===== src/rtl/game_sequencer.sv =====
// Game flow controller for the LED-matrix rhythm game: button conditioning plus the
// START / MENU / COUNT / PLAY / FINISH sequence with song selection and control strobes.
module game_sequencer #(
   parameter int unsigned DEBOUNCE_CYCLES = 4,
   parameter int unsigned NUM_SONGS       = 3,
   parameter int unsigned COUNTDOWN_TICKS = 3,
   parameter int unsigned TICK_DIV        = 8,
   parameter int unsigned FINISH_HOLD     = 16
) (
   input  logic       clk,
   input  logic       rst_n,
   input  logic       red_button,
   input  logic       blue_button,
   input  logic       yellow_button,
   input  logic       song_done,
   output logic [2:0] state,
   output logic [1:0] song_sel,
   output logic [1:0] song_id,
   output logic [2:0] countdown,
   output logic       play_en,
   output logic       song_start,
   output logic       song_abort,
   output logic       score_clr,
   output logic       red_press,
   output logic       blue_press
);

   localparam int unsigned NUM_BTN = 3;
   localparam int unsigned DEB_W   = 4;
   localparam int unsigned TICK_W  = 8;
   localparam int unsigned HOLD_W  = 8;
   localparam int unsigned SEL_W   = 2;
   localparam int unsigned CD_W    = 3;

   // Button indices within the conditioned vectors.
   localparam int unsigned BTN_RED    = 0;
   localparam int unsigned BTN_BLUE   = 1;
   localparam int unsigned BTN_YELLOW = 2;

   typedef enum logic [2:0] {
      ST_START  = 3'd0,
      ST_MENU   = 3'd1,
      ST_COUNT  = 3'd2,
      ST_PLAY   = 3'd3,
      ST_FINISH = 3'd4
   } state_e;

   logic [NUM_BTN-1:0] sync1_q, sync1_d;
   logic [NUM_BTN-1:0] sync2_q, sync2_d;
   logic [NUM_BTN-1:0] deb_q, deb_d;
   logic [NUM_BTN-1:0] deb_prev_q, deb_prev_d;
   logic [NUM_BTN-1:0] press_q, press_d;
   logic [DEB_W-1:0]   cnt_q [NUM_BTN];
   logic [DEB_W-1:0]   cnt_d [NUM_BTN];

   logic               done_q, done_d;
   state_e             state_q, state_d;
   logic [SEL_W-1:0]   sel_q, sel_d;
   logic [SEL_W-1:0]   id_q, id_d;
   logic [CD_W-1:0]    cd_q, cd_d;
   logic [TICK_W-1:0]  tick_q, tick_d;
   logic [HOLD_W-1:0]  hold_q, hold_d;
   logic               play_q, play_d;
   logic               start_q, start_d;
   logic               abort_q, abort_d;
   logic               clr_q, clr_d;

   logic red_p, blue_p, yel_p;

   // Synchronise, debounce and edge-detect all three buttons.
   always_comb begin
      sync1_d    = {yellow_button, blue_button, red_button};
      sync2_d    = sync1_q;
      deb_d      = deb_q;
      deb_prev_d = deb_q;
      press_d    = deb_q & ~deb_prev_q;
      for (int i = 0; i < NUM_BTN; i++) begin
         cnt_d[i] = '0;
         if (sync2_q[i] != deb_q[i]) begin
            if (cnt_q[i] == DEB_W'(DEBOUNCE_CYCLES - 1)) begin
               deb_d[i] = sync2_q[i];
            end else begin
               cnt_d[i] = cnt_q[i] + DEB_W'(1);
            end
         end
      end
   end

   always_ff @(posedge clk or negedge rst_n) begin
      if (!rst_n) begin
         sync1_q    <= '0;
         sync2_q    <= '0;
         deb_q      <= '0;
         deb_prev_q <= '0;
         press_q    <= '0;
         for (int i = 0; i < NUM_BTN; i++) cnt_q[i] <= '0;
      end else begin
         sync1_q    <= sync1_d;
         sync2_q    <= sync2_d;
         deb_q      <= deb_d;
         deb_prev_q <= deb_prev_d;
         press_q    <= press_d;
         for (int i = 0; i < NUM_BTN; i++) cnt_q[i] <= cnt_d[i];
      end
   end

   assign red_p  = press_q[BTN_RED];
   assign blue_p = press_q[BTN_BLUE];
   assign yel_p  = press_q[BTN_YELLOW];

   // Next-state and registered-output logic of the game flow.
   always_comb begin
      state_d = state_q;
      sel_d   = sel_q;
      id_d    = id_q;
      cd_d    = cd_q;
      tick_d  = tick_q;
      hold_d  = hold_q;
      start_d = 1'b0;
      abort_d = 1'b0;
      clr_d   = 1'b0;
      done_d  = song_done;

      unique case (state_q)
         ST_START: begin
            if (|press_q) begin
               state_d = ST_MENU;
               sel_d   = SEL_W'(1);
            end
         end
         ST_MENU: begin
            if (yel_p) begin
               state_d = ST_COUNT;
               id_d    = sel_q;
               clr_d   = 1'b1;
               cd_d    = CD_W'(COUNTDOWN_TICKS);
               tick_d  = '0;
            end else if (red_p && !blue_p) begin
               sel_d = (sel_q == SEL_W'(1)) ? SEL_W'(NUM_SONGS) : sel_q - SEL_W'(1);
            end else if (blue_p && !red_p) begin
               sel_d = (sel_q == SEL_W'(NUM_SONGS)) ? SEL_W'(1) : sel_q + SEL_W'(1);
            end
         end
         ST_COUNT: begin
            if (tick_q == TICK_W'(TICK_DIV - 1)) begin
               tick_d = '0;
               if (cd_q == CD_W'(1)) begin
                  state_d = ST_PLAY;
                  cd_d    = '0;
                  start_d = 1'b1;
               end else begin
                  cd_d = cd_q - CD_W'(1);
               end
            end else begin
               tick_d = tick_q + TICK_W'(1);
            end
         end
         ST_PLAY: begin
            if (done_q) begin
               state_d = ST_FINISH;
               hold_d  = '0;
            end else if (yel_p) begin
               state_d = ST_MENU;
               abort_d = 1'b1;
            end
         end
         ST_FINISH: begin
            // Yellow is only honoured once the result screen has been shown long enough.
            if (hold_q != HOLD_W'(FINISH_HOLD)) begin
               hold_d = hold_q + HOLD_W'(1);
            end else if (yel_p) begin
               state_d = ST_MENU;
            end
         end
         default: state_d = ST_START;
      endcase

      play_d = (state_d == ST_PLAY);
   end

   always_ff @(posedge clk or negedge rst_n) begin
      if (!rst_n) begin
         done_q  <= 1'b0;
         state_q <= ST_START;
         sel_q   <= '0;
         id_q    <= '0;
         cd_q    <= '0;
         tick_q  <= '0;
         hold_q  <= '0;
         play_q  <= 1'b0;
         start_q <= 1'b0;
         abort_q <= 1'b0;
         clr_q   <= 1'b0;
      end else begin
         done_q  <= done_d;
         state_q <= state_d;
         sel_q   <= sel_d;
         id_q    <= id_d;
         cd_q    <= cd_d;
         tick_q  <= tick_d;
         hold_q  <= hold_d;
         play_q  <= play_d;
         start_q <= start_d;
         abort_q <= abort_d;
         clr_q   <= clr_d;
      end
   end

   assign state      = state_q;
   assign song_sel   = sel_q;
   assign song_id    = id_q;
   assign countdown  = cd_q;
   assign play_en    = play_q;
   assign song_start = start_q;
   assign song_abort = abort_q;
   assign score_clr  = clr_q;
   assign red_press  = press_q[BTN_RED];
   assign blue_press = press_q[BTN_BLUE];

endmodule

===== config.mk =====
export PLATFORM = sky130hd
export DESIGN_NAME = game_sequencer
export DESIGN_NICKNAME = d
export VERILOG_FILES = /design/src/rtl/game_sequencer.sv
export SDC_FILE = /design/constraint.sdc
export NUM_CORES = 1
export LEC_CHECK = 0
export BUFFER_PORTS_ARGS = -buffer_cell sky130_fd_sc_hd__buf_4
export CORE_AREA = 4 4 73 75
export CTS_BUF_LIST = sky130_fd_sc_hd__clkbuf_8
export CTS_CLUSTER_SIZE = 40
export DETAILED_ROUTE_END_ITERATION = 8
export DIE_AREA = 0 0 77 79
export PLACE_DENSITY = 0.82
export SYNTH_ARGS = -nofsm -noshare
export SYNTH_HDL_FRONTEND = slang
export SYNTH_SLANG_ARGS = --single-unit

===== constraint.sdc =====
create_clock -name clk -period 2.45 [get_ports clk]
set_clock_uncertainty 0.15 [all_clocks]
set_input_delay 0.245 -clock clk [delete_from_list [all_inputs] [get_ports clk]]
set_output_delay 0.245 -clock clk [all_outputs]
set_load 0.05 [all_outputs]

==> results of run 1 <==
==> area by class of cell <==
| cell class | instances | share of cell area, % |
|---|---|---|
| Clock buffer | 12 | 5.42 |
| Clock inverter | 4 | 0.574 |
| Inverter | 10 | 1.23 |
| Multi-Input combinational cell | 155 | 35.9 |
| Sequential cell | 58 | 47.6 |
| Tap cell | 54 | 2.22 |
| Timing Repair Buffer | 27 | 7.06 |
==> cell families (layout without fill, tap and decap cells) <==
group                    after synthesis  in the layout  share of synthesized area (%)
AO/OA/AOI/OAI                         37             37                           9.62
XOR/XNOR                              12             12                           4.00
adder cells (fa/ha/maj)               13             13                           6.19
buffers and inverters                 16             53                           3.10
flip-flops                            58             58                           55.2
multiplexers                           8              8                           3.33
AND/OR/NAND/NOR                       85             85                           18.5
==> state kept, by name, summed over array words and instances (netlist names) <==
register / cells
cnt_q: 12
countdown: 3
deb_prev_d: 3
deb_prev_q: 3
done_q: 1
hold_q: 8
play_en: 1
press_q: 3
score_clr: 1
song_abort: 1
song_id: 2
song_sel: 2
song_start: 1
state: 3
sync1_q: 3
sync2_q: 3
tick_q: 8
==> worst reg2reg max path: cells and delay by family, from the launching register on <==
family / cells / cell delay [ns]
flops: 1 / 0.48
simple gates: 1 / 0.61
compound gates: 3 / 0.73
==> layout by cell type (no fill, tap or decap), drive strengths merged, types with 2 or more instances in the layout <==
master / count
xor2: 5
mux2i: 2
dlygate4sd3: 5
a31oi: 3
nor2b: 10
xnor2: 7
nor3: 6
a21oi: 12
nor3b: 5
ha: 13
and3: 4
nand3b: 5
nand2: 12
buf: 22
o21ai: 12
inv: 12
nor2: 17
nand2b: 5
nand3: 6
nand4bb: 2
mux2: 6
dfrtp: 58
clkbuf: 12
or3b: 2
clkinv: 2
nand4: 3
a22o: 4
or3: 4
nor4b: 2
==> metal layers <==
metal  vias up  GRT usage, %  wire (um)  share of wire, %
met5         -             0          0                 0
met4         0          6.94         63               1.5
met3         6          4.88        200               4.6
met2        30          25.7       2080                48
met1       865          21.4       2000                46
li1        864             -          -                 -
==> power groups by stage <==
stage / Sequential (mW) / Clock [mW] / Combinational, mW
global route: 1.44 / 0.856 / 1.33
floorplan: 1.66 / 0 / 0.640
finish: 1.40 / 0.778 / 1.20
detailed placement: 1.42 / 0 / 1.20
CTS: 1.40 / 0.806 / 1.22
global placement: 1.40 / 0 / 1.17
==> worst paths after layout <==
path,startpoint,to,slack (ns),depth (start not counted)
worst max-delay path,state[2]$_DFF_PN0_,countdown[2]$_DFFE_PN0P_,0.36,4
worst min-delay path,sync1_q[2]$_DFF_PN0_,sync2_q[2]$_DFF_PN0_,0.20,0
worst max register to register,state[2]$_DFF_PN0_,countdown[2]$_DFFE_PN0P_,0.36,4
worst min register to register,sync1_q[2]$_DFF_PN0_,sync2_q[2]$_DFF_PN0_,0.20,0
max in group asynchronous,rst_n,sync1_q[0]$_DFF_PN0_,1.30,2
min in group asynchronous,rst_n,hold_q[4]$_DFFE_PN0P_,0.35,2
==> qor.yml, run 1 <==
status:
  status: "finished clean"
power_and_ir_drop:
  p_leak_nw: 1.43
  power_density_nw_per_um2: 1110
  swShare_pct: 38.3
  total_power_mw: 3.38
  ir_worst_vdd_mv: 0.609
  internal-power_mw: 2.08
  power.share.clock_pct: 23.0
  share_seq_of_total_power_pct: 41.4
  p_sw_mw: 1.29
  combPwrFrac_pct: 35.5
layout:
  drive_above_1_share_pct: 16.9
  seq_area_um2: 1450
  postLayoutCellArea_um2: 3050
  final_util_pct: 65.4
  syn2layout_area_growth_pct: 16.0
  diodes: 0
  fin_nets: 280
  layout.cells.non_filler: 320
  num-fill-cells: 349
  multiInputGateArea_um2: 1090
sta:
  setup_violations: 0
  drv_slew: 0
  slew_headroom_pct: 52.5
  rsz0062_at_grt: "false"
  period_needed_ns: 2.09
  layout_worst_path_cycle_share_pct: 85.1
  setup_ws_ns: 0.364
  worstMarginPinSlew_ns: 0.712
  hold_slack_ns: 0.197
  hold_viol: 0
  fin_setup_tns_ns: 0
  timing.fmax_mhz: 479
cts:
  cts_tree: "built"
  ctsResizeCount: 0
  h-tree-depth: 3
  cts_root_buf: "clkbuf_8"
  clk_path_buf_depth: 2
  hold_buffers: 5
  clk_pin_slew_ns: 0.06
  cts_setup_buffers: 0
  cts.sinks: 58
  numCtsBuffers: 9
  clkLatencyLatePin_ns: 0.32
place:
  dp_hpwl_mm: 2.97
  gp_congestion: 0.816
  dp_cells: 299
  dpl_cell_area_um2: 2820
  dp_slack_ns: 0.389
  io_buffers: 21
route:
  wl_mm: 4.34
  wl_per_cell_um: 13.6
  final_antenna_net_count: 0
  firstDrtPassIters: 5
  vias_per_cell: 5.52
  first_iter_violations: 182
  drc: 0
  via_count: 1765
critical_path:
  crit_slowest_cell: "or3b_1"
  worst-path-buf-inv: 0
  start_kind: "register"
  critical_path.max_stage_delay_ns: 0.61
  arrival_ns: 2.14
  path_class: "reg -> reg"
  critPathTopFamily: "compound AO/OA/AOI/OAI gates"
  cp-end-kind: "register"
  worstPathCellList: "or3b_1 > o31ai_4 > o21ai_1 > a22o_1"
  critPathMaxFanout: 11
  cp.required_ns: 2.51
yosys:
  synth_edf_count: 0
  syn_area_um2: 2630
  ys_top_cells_by_count: "dfrtp_1 (58), nor2_1 (17), ha_1 (13)"
  synth_top_cell_area_share_pct: 55.2
  synthTopCellsByArea: "dfrtp_1 (55%), ha_1 (6.2%), mux2_2 (2.6%)"
  ys.flop_type: "dfrtp_1"
  yosysTopAreaCell: "dfrtp_1"
  yosysMostFrequentCell: "dfrtp_1"
  ys_warn_count: 0
  yosysSeqAreaShare_pct: 55.2
  ys_types: 38
  syn-num-nets: 248
  avgSynthCellArea_um2: 11.5
  synthCells: 229
  synth_seq_cells: 58
  async_reset_ff_share_pct: 100
floorplanning:
  initial_core_util_pct: 56.4
  coreArea_um2: 4660
  rows: 25
  fp.dieH_um: 79
  die_x_um: 77
  die-area_um2: 6080
  io_pins: 22
global_route:
  grt_overflow: 0
  grt_use_total_pct: 16.4
  grt_pass1_vias: 1704
  antenna_found_initial: 0
  grt_pass1_wl_mm: 7.85
  grt_max_degree: 59
run:
  drv_cap: 0
worst_hold_path:
  min_path_type: "reg -> reg"
No activity file was read; power rests on OpenSTA's default activity.
==> run 2, diff against run 1 <==
--- a/config.mk
+++ b/config.mk
@@ -6,11 +6,11 @@
 export NUM_CORES = 1
 export LEC_CHECK = 0
 export BUFFER_PORTS_ARGS = -buffer_cell sky130_fd_sc_hd__buf_4
-export CORE_AREA = 4 4 73 75
+export CORE_AREA = 2 2 71 73
 export CTS_BUF_LIST = sky130_fd_sc_hd__clkbuf_8
 export CTS_CLUSTER_SIZE = 40
 export DETAILED_ROUTE_END_ITERATION = 8
-export DIE_AREA = 0 0 77 79
+export DIE_AREA = 0 0 73 75
 export PLACE_DENSITY = 0.82
 export SYNTH_ARGS = -nofsm -noshare
 export SYNTH_HDL_FRONTEND = slang
==> constraint.sdc (replaced) <==
create_clock -name clk -period 2 [get_ports clk]
set_clock_uncertainty 0.15 [all_clocks]
set_input_delay 0.2 -clock clk [delete_from_list [all_inputs] [get_ports clk]]
set_output_delay 0.2 -clock clk [all_outputs]
set_load 0.05 [all_outputs]
==> run 2 against run 1 <==
Compared with the run above: total power is 32% higher; first-iteration DRC count unchanged; critical path depth stayed put; sequential power rose by 22%; non-clock buffer count rose by 7; die area down 10%; clock-buffer cell count increased by 2; core utilization increased by 2.1 points; combinational power is 32% higher; critical path type unchanged; critical endpoint is now hold_q[1]$_DFFE_PN0P_.
==> qor.yml, run 2 (synthesis results as in run 1) <==
status:
  status: "finished clean"
cts:
  cts.sinks: 58
  h-tree-depth: 3
  clkLatencyLatePin_ns: 0.33
  clk_pin_slew_ns: 0.06
  clk_path_buf_depth: 2
  cts_tree: "built"
  cts_root_buf: "clkbuf_8"
  numCtsBuffers: 9
route:
  wl_mm: 4.53
  via_count: 1748
  wl_per_cell_um: 13.9
  firstDrtPassIters: 4
  first_iter_violations: 182
  drc: 0
  vias_per_cell: 5.36
  final_antenna_net_count: 0
worst_hold_path:
  min_path_type: "reg -> reg"
global_route:
  grt_overflow: 0
  grt_use_met1_pct: 23.6
  grt_pass1_wl_mm: 7.82
  antenna_found_initial: 0
  grt_max_degree: 59
  grt_use_total_pct: 19.3
  use_met3_pct: 5.35
  grt_pass1_vias: 1749
  use_met2_pct: 30.0
  top_usage_layer: "met2"
floorplanning:
  die_x_um: 73
  rows: 25
  coreArea_um2: 4660
  fp.dieH_um: 75
  io_pins: 22
  die-area_um2: 5480
  initial_core_util_pct: 56.4
critical_path:
  critPathTopFamily: "simple AND/OR/NAND/NOR gates"
  cp-end-kind: "register"
  crit_slowest_cell: "or3b_1"
  critPathMaxFanout: 8
  path_class: "reg -> reg"
  arrival_ns: 1.93
  worst-path-buf-inv: 1
  worstPathCellList: "buf_4 > or3b_1 > nor2_1 > mux2_2"
  start_kind: "register"
  cp.required_ns: 2.07
  critical_path.max_stage_delay_ns: 0.44
layout:
  fin_nets: 287
  reg_top3: "cnt_q (12), hold_q (8), tick_q (8)"
  mostFrequentLayoutCell: "dfrtp_1"
  regMostFlops: "cnt_q"
  final_cell_mix: "dfrtp_1 (55), buf_4 (29), nor2_1 (17), clkbuf_8 (14), ha_1 (13)"
  syn2layout_area_growth_pct: 19.8
  final_util_pct: 67.5
  largest_register_ffs: 12
  drive_above_1_share_pct: 21.0
  diodes: 0
sta:
  period_needed_ns: 1.86
  layout_worst_path_cycle_share_pct: 93.0
  worstMarginPinSlew_ns: 0.700
  setup_violations: 0
  hold_viol: 0
  setup_ws_ns: 0.139
  drv_slew: 0
  hold_slack_ns: 0.197
  fin_setup_tns_ns: 0
  timing.fmax_mhz: 537
  rsz0062_at_grt: "false"
  slew_headroom_pct: 53.3
place:
  dp_hpwl_mm: 3.01
  io_buffers: 21
  gp_congestion: 0.898
  dp_slack_ns: 0.136
power_and_ir_drop:
  power_density_nw_per_um2: 1420
  total_power_mw: 4.46
  ir_worst_vdd_mv: 0.789
  p_leak_nw: 1.47
run:
  drv_cap: 0
run 2: worst paths after layout:
path | start | endpoint | slack, ns | cells after the start
setup / recovery | state[2]$_DFF_PN0_ | hold_q[1]$_DFFE_PN0P_ | 0.14 | 4
hold / removal | sync1_q[2]$_DFF_PN0_ | sync2_q[2]$_DFF_PN0_ | 0.20 | 0
setup reg to reg | state[2]$_DFF_PN0_ | hold_q[1]$_DFFE_PN0P_ | 0.14 | 4
hold reg to reg | sync1_q[2]$_DFF_PN0_ | sync2_q[2]$_DFF_PN0_ | 0.20 | 0
max in group asynchronous | rst_n | state[2]$_DFF_PN0_ | 0.89 | 2
min in group asynchronous | rst_n | cnt_q[10]$_DFF_PN0_ | 0.31 | 2
run 2: through the flow:
| stage | instance area [um^2] | instances |
|---|---|---|
| 6_report | 3150 | 326 |
| 4_1_cts | 3150 | 326 |
| 3_3_place_gp | 2870 | 306 |
| 2_1_floorplan | 2630 | 229 |
| 3_5_place_dp | 2870 | 306 |
| 5_1_grt | 3150 | 326 |
run 2: timing repair:
| item | 4_1_cts | 5_1_grt |
|---|---|---|
| setup buffers | 0 | 0 |
| hold endpoints to repair | 62 | 0 |
| setup endpoints to repair | 0 | 3 |
| hold buffers | 5 | 0 |
| gates resized for setup | 0 | 1 |
run 2: per-layer routing:
metal | vias to the layer above | routed length (um)
met3 | 12 | 140
met1 | 828 | 2120
met2 | 30 | 2130
met5 | - | 0
li1 | 878 | -
met4 | 0 | 140
run 2: where the power goes:
part	internal, mW	switching [mW]
Combinational	0.623	0.955
Clock	0.739	0.435
Sequential	1.46	0.250
Total	2.82	1.64
run 2: final cells by class:
class | count | area (um^2)
flip-flops and latches | 58 | 1460
repair buffers | 34 | 268
inverters | 10 | 37.5
fillers | 369 | 1510
multi-input cells | 155 | 1100
clock inverters | 1 | 30.0
well taps | 54 | 67.6
clock buffers | 14 | 193
==> run 3, diff against run 2 <==
--- a/config.mk
+++ b/config.mk
@@ -6,12 +6,14 @@
 export NUM_CORES = 1
 export LEC_CHECK = 0
 export BUFFER_PORTS_ARGS = -buffer_cell sky130_fd_sc_hd__buf_4
-export CORE_AREA = 2 2 71 73
+export CELL_PAD_IN_SITES_DETAIL_PLACEMENT = 1
+export CELL_PAD_IN_SITES_GLOBAL_PLACEMENT = 2
+export CORE_AREA = 2 2 84 86
 export CTS_BUF_LIST = sky130_fd_sc_hd__clkbuf_8
 export CTS_CLUSTER_SIZE = 40
 export DETAILED_ROUTE_END_ITERATION = 8
-export DIE_AREA = 0 0 73 75
-export PLACE_DENSITY = 0.82
+export DIE_AREA = 0 0 86 88
+export PLACE_DENSITY = 0.85
 export SYNTH_ARGS = -nofsm -noshare
 export SYNTH_HDL_FRONTEND = slang
 export SYNTH_SLANG_ARGS = --single-unit
==> run 3 against run 2 <==
Compared with the run above: wire length rose by 14%; first-iteration DRC count shrank 50%; core utilization is 20 points lower; combinational power grew 6%; clock power fell by 17%; register-to-register slack hardly changed; clock-buffer cell count down 2; global-route usage fell by 3.2 points; design area rose by 0.48%; die area up 38%; flip-flop and latch count unchanged.
==> qor.yml, run 3 (synthesis results as in run 1) <==
status:
  status: "finished clean"
floorplanning:
  die-area_um2: 7570
  initial_core_util_pct: 39.5
  coreArea_um2: 6640
  io_pins: 22
  fp.dieH_um: 88
  die_x_um: 86
  rows: 30
place:
  dp_cells: 335
  dp_slack_ns: 0.135
  io_buffers: 21
  dp_hpwl_mm: 3.68
  gp_congestion: 0.755
route:
  wl_per_cell_um: 14.5
  via_count: 1799
  vias_per_cell: 5.08
  firstDrtPassIters: 4
  first_iter_violations: 91
  drc: 0
  wl_mm: 5.15
  final_antenna_net_count: 0
sta:
  layout_worst_path_cycle_share_pct: 92.5
  slew_headroom_pct: 51.7
  hold_slack_ns: 0.199
  setup_violations: 0
  fin_setup_tns_ns: 0
  worstMarginPinSlew_ns: 0.724
  timing.fmax_mhz: 541
  setup_ws_ns: 0.150
  period_needed_ns: 1.85
  rsz0062_at_grt: "false"
  drv_slew: 0
  hold_viol: 0
layout:
  layout.cells.non_filler: 354
  mostFrequentLayoutCell: "dfrtp_1"
  regMostFlops: "cnt_q"
  final_cell_mix: "dfrtp_1 (55), buf_4 (32), nor2_1 (17), ha_1 (13)"
  diodes: 0
  drive_above_1_share_pct: 21.9
  reg_top3: "cnt_q (12), hold_q (8), tick_q (8)"
  syn2layout_area_growth_pct: 20.4
  largest_register_ffs: 12
  fin_nets: 290
global_route:
  grt_pass1_vias: 1972
  grt_max_degree: 59
  grt_use_total_pct: 16.1
  grt_overflow: 0
  antenna_found_initial: 0
  grt_pass1_wl_mm: 9.38
cts:
  cts_root_buf: "clkbuf_8"
  cts_tree: "built"
  cts.sinks: 58
  clk_path_buf_depth: 2
  numCtsBuffers: 9
  h-tree-depth: 3
  clk_pin_slew_ns: 0.07
  clkLatencyLatePin_ns: 0.33
  cts_setup_buffers: 0
worst_hold_path:
  min_path_type: "reg -> reg"
power_and_ir_drop:
  internal-power_mw: 2.65
  power_density_nw_per_um2: 1370
  ir_worst_vdd_mv: 0.507
  combPwrFrac_pct: 38.9
  share_seq_of_total_power_pct: 38.6
  p_sw_mw: 1.67
  swShare_pct: 38.7
  p_leak_nw: 1.46
  power.share.clock_pct: 22.6
  total_power_mw: 4.33
critical_path:
  critPathMaxFanout: 12
  critical_path.max_stage_delay_ns: 0.44
  arrival_ns: 1.92
  crit_slowest_cell: "or3b_1"
  worstPathCellList: "buf_4 > or3b_1 > nor2_1 > mux2_2"
  cp-end-kind: "register"
  start_kind: "register"
  cp.required_ns: 2.07
  path_class: "reg -> reg"
run:
  drv_cap: 0
## run 3: cell types whose count changed in the layout (fill, tap and decap cells not counted), sizes merged
cell,previous run,this run
clkinvlp,0,1
clkbuf,14,12
buf,29,32
clkinv,0,1
bufinv,1,0
## run 3: path summary, 6_finish.rpt
| kind | startpoint | end | slack [ns] | depth (start not counted) |
|---|---|---|---|---|
| hold / removal | sync1_q[2]$_DFF_PN0_ | sync2_q[2]$_DFF_PN0_ | 0.20 | 0 |
| max in group asynchronous | rst_n | state[0]$_DFF_PN0_ | 0.85 | 2 |
| setup / recovery | state[0]$_DFF_PN0_ | hold_q[1]$_DFFE_PN0P_ | 0.15 | 4 |
| setup reg to reg | state[0]$_DFF_PN0_ | hold_q[1]$_DFFE_PN0P_ | 0.15 | 4 |
| hold reg to reg | sync1_q[2]$_DFF_PN0_ | sync2_q[2]$_DFF_PN0_ | 0.20 | 0 |
| min in group asynchronous | rst_n | cnt_q[9]$_DFF_PN0_ | 0.32 | 2 |
## run 3: timing repair
action / 4_1_cts / 5_1_grt
resized for setup: 0 / 2
hold buffers: 5 / 0
endpoints found under the hold margin: 62 / 0
setup endpoints to repair: 0 / 1
## run 3: layout make-up
| cell class | count | area (um^2) |
|---|---|---|
| flip-flops and latches | 58 | 1460 |
| clock inverters | 2 | 12.5 |
| inverters | 10 | 37.5 |
| clock buffers | 12 | 165 |
| well taps | 80 | 100 |
| multi-input cells | 155 | 1100 |
| repair buffers | 37 | 290 |
| fillers | 725 | 3480 |
## run 3: critical path, delay by kind of cell, from the launching register on
| family | cells | cell delay [ns] |
|---|---|---|
| mux | 1 | 0.35 |
| buf+inv | 1 | 0.17 |
| simple gates | 2 | 0.66 |
| flops | 1 | 0.40 |
## run 3: through the flow
| step | instance area [um^2] | util, % |
|---|---|---|
| CTS | 3160 | 47.5 |
| finish | 3160 | 47.6 |
| global route | 3160 | 47.6 |
| global placement | 2930 | 44.1 |
| floorplan | 2630 | - |
| detailed placement | 2930 | 44.1 |
## run 3: power groups by stage
| stage | clock network, mW | registers [mW] | logic (mW) |
|---|---|---|---|
| final | 0.976 | 1.67 | 1.68 |
| after floorplan | 0 | 2.04 | 0.784 |
| after global routing | 1.07 | 1.73 | 1.86 |
| after global placement | 0 | 1.68 | 1.63 |
| after CTS | 1.01 | 1.68 | 1.69 |
| after detailed placement | 0 | 1.70 | 1.67 |
## run 3: layer usage
metal  GRT usage (%)  part of all wire [%]  vias up  wire length (um)
li1                -                     -      877                 -
met1            20.7                    48      887              2480
met2            25.6                    47       27              2430
met3            3.49                   2.4        8               126
met4            8.66                   2.0        0               104
met5               0                     0        -                 0
